### config.mk
export PLATFORM = sky130hd
export DESIGN_NAME = rsp_s2_cmp_frame_count
export DESIGN_NICKNAME = d
export VERILOG_FILES = /design/src/rtl/rsp_s2_cmp_frame_count.sv
export SDC_FILE = /design/constraint.sdc
export NUM_CORES = 1
export LEC_CHECK = 0
export BUFFER_PORTS_ARGS = -buffer_cell sky130_fd_sc_hd__buf_4
export CORE_MARGIN = 2
export CORE_UTILIZATION = 49
export DETAILED_ROUTE_END_ITERATION = 7
export HOLD_SLACK_MARGIN = 0.1
export PLACE_DENSITY = 0.72
export SYNTH_ARGS = -nofsm -noshare
export SYNTH_HDL_FRONTEND = slang
export SYNTH_SLANG_ARGS = --single-unit
### constraint.sdc
create_clock -name clk -period 9.7 [get_ports clk]
set_input_delay 1.455 -clock clk [delete_from_list [all_inputs] [get_ports clk]]
set_output_delay 1.455 -clock clk [all_outputs]
set_load 0.01 [all_outputs]
### src/rtl/rsp_s2_cmp_frame_count.sv
// Per-frame clean/total lane counter with valid/ready result hold for the RSP abs-compare chain.
// Optional macro RSP_CMP_CNT_SAT_EN: saturating counters with a sticky o_sat flag per frame.
module rsp_s2_cmp_frame_count #(
  parameter int unsigned NUM       = 8,
  parameter int unsigned CNT_WIDTH = 16
) (
  input  logic                 clk,
  input  logic                 rst_n,
  input  logic                 i_switch,
  input  logic [NUM-1:0]       i_rcmp,
  input  logic                 i_rcmp_valid,
  input  logic [NUM/2-1:0]     i_ccmp,
  input  logic                 i_ccmp_valid,
  input  logic                 i_last,
  input  logic [CNT_WIDTH-1:0] i_thresh,
  input  logic                 i_ready,
  output logic                 o_valid,
  output logic [CNT_WIDTH-1:0] o_clean_cnt,
  output logic [CNT_WIDTH-1:0] o_total_cnt,
  output logic                 o_pass,
  output logic                 o_mode,
  output logic                 o_drop,
  output logic                 o_sat
);

  localparam int unsigned CNUM = NUM / 2;

  typedef enum logic [1:0] {IDLE, ACC, HOLD} state_t;

  state_t               state, state_nxt;
  logic                 mode_q, mode_sel, beat, accept, fresh, drop;
  logic [CNT_WIDTH-1:0] acc_clean, acc_total;
  logic [CNT_WIDTH-1:0] pop, lanes, base_clean, base_total, nxt_clean, nxt_total;

  // HOLD with i_ready behaves like IDLE: a coincident beat starts a fresh frame.
  always_comb begin
    mode_sel   = (state == ACC) ? mode_q : i_switch;
    beat       = mode_sel ? i_rcmp_valid : i_ccmp_valid;
    accept     = beat && ((state != HOLD) || i_ready);
    drop       = beat && (state == HOLD) && !i_ready;
    fresh      = (state != ACC);
    pop        = '0;
    if (mode_sel) begin
      for (int unsigned i = 0; i < NUM; i++) pop = pop + CNT_WIDTH'(i_rcmp[i]);
    end else begin
      for (int unsigned i = 0; i < CNUM; i++) pop = pop + CNT_WIDTH'(i_ccmp[i]);
    end
    lanes      = mode_sel ? CNT_WIDTH'(NUM) : CNT_WIDTH'(CNUM);
    base_clean = fresh ? '0 : acc_clean;
    base_total = fresh ? '0 : acc_total;
  end

  always_comb begin
    state_nxt = state;
    case (state)
      IDLE: if (accept) state_nxt = i_last ? HOLD : ACC;
      ACC:  if (accept && i_last) state_nxt = HOLD;
      HOLD: if (i_ready) state_nxt = accept ? (i_last ? HOLD : ACC) : IDLE;
      default: state_nxt = IDLE;
    endcase
  end

  always_ff @(posedge clk or negedge rst_n) begin
    if (!rst_n) state <= IDLE;
    else        state <= state_nxt;
  end

`ifdef RSP_CMP_CNT_SAT_EN
  logic [CNT_WIDTH:0] sum_clean, sum_total;
  logic               acc_sat, nxt_sat;

  always_comb begin
    sum_clean = {1'b0, base_clean} + {1'b0, pop};
    sum_total = {1'b0, base_total} + {1'b0, lanes};
    nxt_clean = sum_clean[CNT_WIDTH] ? '1 : sum_clean[CNT_WIDTH-1:0];
    nxt_total = sum_total[CNT_WIDTH] ? '1 : sum_total[CNT_WIDTH-1:0];
    nxt_sat   = (fresh ? 1'b0 : acc_sat) | sum_clean[CNT_WIDTH] | sum_total[CNT_WIDTH];
  end

  always_ff @(posedge clk or negedge rst_n) begin
    if (!rst_n) begin
      acc_sat <= 1'b0;
      o_sat   <= 1'b0;
    end else if (accept) begin
      acc_sat <= nxt_sat;
      if (i_last) o_sat <= nxt_sat;
    end
  end
`else
  always_comb begin
    nxt_clean = base_clean + pop;
    nxt_total = base_total + lanes;
  end

  assign o_sat = 1'b0;
`endif

  always_ff @(posedge clk or negedge rst_n) begin
    if (!rst_n) begin
      acc_clean   <= '0;
      acc_total   <= '0;
      mode_q      <= 1'b0;
      o_valid     <= 1'b0;
      o_clean_cnt <= '0;
      o_total_cnt <= '0;
      o_pass      <= 1'b0;
      o_mode      <= 1'b0;
      o_drop      <= 1'b0;
    end else begin
      o_drop <= drop;
      if (accept) begin
        acc_clean <= nxt_clean;
        acc_total <= nxt_total;
        mode_q    <= mode_sel;
      end
      if (accept && i_last) begin
        o_valid     <= 1'b1;
        o_clean_cnt <= nxt_clean;
        o_total_cnt <= nxt_total;
        o_pass      <= (nxt_clean >= i_thresh);
        o_mode      <= mode_sel;
      end else if ((state == HOLD) && i_ready) begin
        o_valid <= 1'b0;
      end
    end
  end

endmodule
* Yosys cells after proc, flatten, opt, wreduce, memory -nomap -nowiden *
Index checks and enable logic that the tools add are counted.

cells by class
  magnitude comparators = 1
  equal/unequal tests = 7
  add/subtract/negate cells = 12
  mux-type cells = 14
  reduce and logical (&&, ||, !) cells = 10

operators by type and width
  operator              count
  $mux W16              2
  $add A16 B4 Y16       1
  $add A16 B8 Y16       1
  $ge A16 B16 Y1        1
  $mux W2               5
  $add A3 B1 Y4         2
  $add A7 B1 Y8         1
  $mux W8               1
  $add A6 B1 Y7         1
  $add A2 B1 Y3         2
  $add A5 B1 Y6         1
  $ne A2 B2 Y1 const B  3
  $pmux W2 S3           1
  $add A4 B1 Y5         1
  $logic_and A1 B1 Y1   5
  $add A1 B1 Y2         2
  $mux W1               4
  $mux W4               1
  $ne A2 B1 Y1 const B  2
  $reduce_and A3 Y1     1
  $eq A2 B1 Y1 const B  1
  $eq A2 B2 Y1 const B  1
  $logic_not A2 Y1      1
  $reduce_bool A2 Y1    1
  2 further kinds       2

word-level totals
  logic and storage cells = 54
  register bits = 71

* Depth between registers and ports, before layout *
  depth after elaboration = 10
  depth in mapped cells = 21
  gate-level depth less buffers = 21

* Worst setup path after synthesis *
Ideal clock, no wire load.

  path kind = input to register
  start point = in i_rcmp[0]
  end point = reg o_pass
  setup slack = 3.562 ns
  stages = 20
  setup time = 0.129 ns
  arrival time = 6.008 ns
  cell sequence = fa_1 -> inv_1 -> fa_1 -> fa_1 -> inv_1 -> ha_1 -> fa_1 -> mux2_2 -> ha_1 -> a211oi_1 -> o21bai_2 -> nand4_1 -> xor2_1 -> nor2_1 -> ha_1 -> a21oi_1 -> nor2_1 -> a211oi_1 -> a31oi_1 -> o41a_1

on the way
  longest elaborated chain between the ends = 10

ends and longest elaborated chain
  item                    RTL line  RTL
  start: declaration      10        input logic [NUM-1:0] i_rcmp,
  $add A1 B1 Y2           44        for (int unsigned i = 0; i < NUM; i++) pop = pop + CNT_WIDTH'(i_rcmp[i]);
  $add A2 B1 Y3           44
  $add A3 B1 Y4           44
  $add A4 B1 Y5           44
  $add A5 B1 Y6           44
  $add A6 B1 Y7           44
  $add A7 B1 Y8           44
  $mux W8                 43        if (mode_sel) begin
  $add A16 B8 Y16         91        nxt_clean = base_clean + pop;
  net nxt_clean[9]        33        logic [CNT_WIDTH-1:0] pop, lanes, base_clean, base_total, nxt_clean, nxt_total;
  $ge A16 B16 Y1          120       o_pass <= (nxt_clean >= i_thresh);
  end signal: assignment  120
  end: declaration        20        output logic o_pass,

The timed path passes the listed nets, and every way through them passes these cells.
A chain may end at the register's enable or synchronous reset.

* Worst setup path in the final report *
Same ends and word-level chain as after synthesis.

==> results.json <==
{
  "pwr-share-clk_pct": 24.3,
  "synth_cell_type_count": 58,
  "max-vdd-ir-drop_mv": 0.1053,
  "layout.nets": 605,
  "crit_start": "i_rcmp[0]",
  "post-cts-setup-buffers": 0,
  "finalCriticalPeriod_ns": 6.279,
  "r2r-start": "state[0]$_DFFE_PN0P_",
  "ctsRootBufferMaster": "clkbuf_8",
  "netlist_instances": 475,
  "leakage_nw": 2.605,
  "numCtsBuffers": 9,
  "synth_area_leaders": "dfrtp_1, ha_1, nand2_1",
  "max_freq_ghz": 0.1593,
  "worstPathArrival_ns": 6.57,
  "grt_pass1_wl_um": 16650,
  "grt_pass1_vias": 3554,
  "synth_common_cells": "nand2_1, dfrtp_1, o21ai_0",
  "hold_viol": 0,
  "drv_slew": 0,
  "dr_wl_met3_um": 419,
  "fp.dieW_um": 98.86,
  "area_delta_synth_final_pct": 17.59,
  "drt-total-wl_um": 9699,
  "setup.worst_path.start_class": "input port",
  "switching_share_pct": 39.76,
  "ys_warn_count": 0,
  "critPathKind": "input port to register",
  "drt_iter0_drc": 172,
  "clock-sinks": 71,
  "synth_edf_count": 0,
  "comb_power_share_pct": 39.5,
  "syn-num-nets": 544,
  "dp.final_hpwl_um": 6773,
  "async_flop_share_pct": 100.0,
  "synth_largest_area_cell": "dfrtp_1",
  "clk_pin_slew_worst_paths_ns": 0.07,
  "worstSkewPairLatency_ns": 0.35,
  "antenna_found_initial": 0,
  "cts-resized-gates": 0,
  "worst_slew_pin_slew_ns": 1.240,
  "wl_per_cell_um": 14.94,
  "place.gp.congestion": 0.8228,
  "hold_path.class": "register to register",
  "start_util_pct": 50.56,
  "viasPerCell": 5.516,
  "netlist_area_um2": 4409,
  "yosysMostFrequentCell": "nand2_1",
  "cts_hold_buf": 0,
  "num_rows": 34,
  "drc": 0,
  "max-cap-violations": 0,
  "ys_seq_area_share_pct": 40.30,
  "power.density_nw_per_um2": 197.8,
  "tns_ns": 0,
  "diodes": 0,
  "clock_skew_ns": 0.008126,
  "firstDrtPassIters": 4,
  "slew_headroom_pct": 17.29,
  "internal_power_w": 0.0006177,
  "cts_tree": "yes",
  "drive_gt1_share_pct": 20.70,
  "antenna_left": 0,
  "core_area_um2": 8721,
  "die_area_um2": 9773,
  "syn_avg_cell_area_um2": 9.283,
  "grt.total_usage_pct": 21.00,
  "netlist.area_leader.share_pct": 40.30,
  "p_switching_w": 0.0004078,
  "ios": 72,
  "global_route.overflow_total": 0,
  "htreeDepth": 3,
  "worstPathMaxFanout": 10,
  "clk_path_buf_depth": 2,
  "wl_met1_um": 4620,
  "top_layer_used": "met4",
  "grt_start_max_net_pins": 72,
  "fin_crit_sh_pct": 64.73,
  "power_w": 0.001025,
  "fillers": 746,
  "rsz0062_at_grt": "false",
  "synth_seq_cells": 71,
  "cp.required_ns": 9.99,
  "synth_ff_type": "dfrtp_1",
  "seqPwrFrac_pct": 36.1,
  "port_buffers": 70,
  "critPathCaptureType": "register",
  "status": "finished, final reports clean",
  "vias": 3580,
  "die_h_um": 98.86,
  "routed-wl-met2_um": 4468,
  "min-delay-start": "acc_total[2]$_DFFE_PN0P_",
  "setup_viol": 0
}
[stage by stage]
| stage | cells | cell area, um2 | hold slack (ns) | utilization [%] | setup WS [ns] |
|---|---|---|---|---|---|
| after global routing | 649 | 5185 | 0.5102 | 59.45 | 3.134 |
| final | 649 | 5185 | 0.4772 | 59.45 | 3.421 |
| after global placement | 633 | 4976 | 0.4489 | 57.06 | 3.228 |
| after CTS | 649 | 5185 | 0.4767 | 59.45 | 3.503 |
| after floorplan | 475 | 4409 | 0.4374 | - | 3.562 |
| after detailed placement | 633 | 4976 | 0.4587 | 57.06 | 3.132 |
[cell type report]
cell class / instances / area [um2] / area share (%)
Inverter: 34 / 127.6 / 2.461
Sequential cell: 71 / 1777 / 34.27
Multi-Input combinational cell: 348 / 2396 / 46.21
Tap cell: 108 / 135.1 / 2.606
Timing Repair Buffer: 72 / 540.5 / 10.42
Clock buffer: 12 / 155.1 / 2.992
Clock inverter: 4 / 53.80 / 1.038
[critical path: stages]
cell      delay, ns
buf_4          0.12
fa_1           0.53
inv_1          0.05
fa_1           0.45
fa_1           0.49
inv_1          0.04
ha_1           0.19
fa_1           0.42
mux2_2         0.30
ha_1           0.30
a211oi_1       0.08
o21bai_2       0.37
nand4_1        0.24
xor2_1         0.25
nor2_1         0.07
ha_1           0.31
nand4_1        0.13
nor4_1         0.29
o31ai_1        0.13
a31oi_1        0.20
o41a_1         0.14
[placed cells by master, fill, tap and decap left out, types with 4 or more instances in the layout]
cell type,instances
fa_1,7
o31ai_1,12
and2_1,6
nand3_1,11
xnor2_1,13
a31oi_1,14
a21oi_1,19
clkbuf_8,11
nand4_1,4
inv_1,34
dfrtp_1,71
ha_1,27
nand2_1,83
nor2_1,23
nand2b_1,7
a21o_1,4
mux2_2,6
o21ai_0,47
xor2_1,11
nand3b_1,4
buf_4,72
[state kept, by name (all words and copies together), names as in the netlist]
name and flops:
acc_clean 16, acc_total 16, mode_q 1, o_clean_cnt 16, o_drop 1, o_mode 1, o_pass 1, o_total_cnt 16
o_valid 1, state 2
[layer usage]
metal  vias to the layer above  GRT usage, %
met5                         -             0
met4                         0         6.955
met3                        18         4.326
met2                        92         33.94
met1                      1709         28.32
li1                       1761             -
[path summary, 6_finish.rpt]
path                                         endpoint  slack (ns)  depth (start not counted)
max                                o_pass$_DFFE_PN0P_        3.42                         21
min                          acc_total[2]$_DFFE_PN0P_        0.48                          2
max reg2reg                        o_pass$_DFFE_PN0P_        4.97                         16
min reg2reg                  acc_total[2]$_DFFE_PN0P_        0.48                          2
max in group asynchronous          o_pass$_DFFE_PN0P_        7.89                          1
min in group asynchronous  o_total_cnt[1]$_DFFE_PN0P_        1.23                          1
[power by group through the flow]
stage | Combinational (W) | Sequential [W] | Clock, W
floorplan | 0.000289 | 0.000373 | 0
global placement | 0.000397 | 0.000374 | 0
detailed placement | 0.000409 | 0.000376 | 0
CTS | 0.000409 | 0.000371 | 0.000255
global route | 0.000456 | 0.000377 | 0.000264
finish | 0.000405 | 0.000371 | 0.000250
[logic make-up (layout without fill, tap and decap cells)]
group / count (synthesis) / in the layout / synth area share [%]
buffers and inverters: 56 / 122 / 5.647
muxes: 10 / 10 / 2.582
DFF: 71 / 71 / 40.30
xor gates and xnor gates: 24 / 24 / 4.767
other: 1 / 1 / 0.08505
and+or+nand+nor: 162 / 162 / 19.24
adders and majority gates: 34 / 34 / 10.84
AOI/OAI and AO/OA: 117 / 117 / 16.54
No activity file was read; power rests on OpenSTA's default activity.
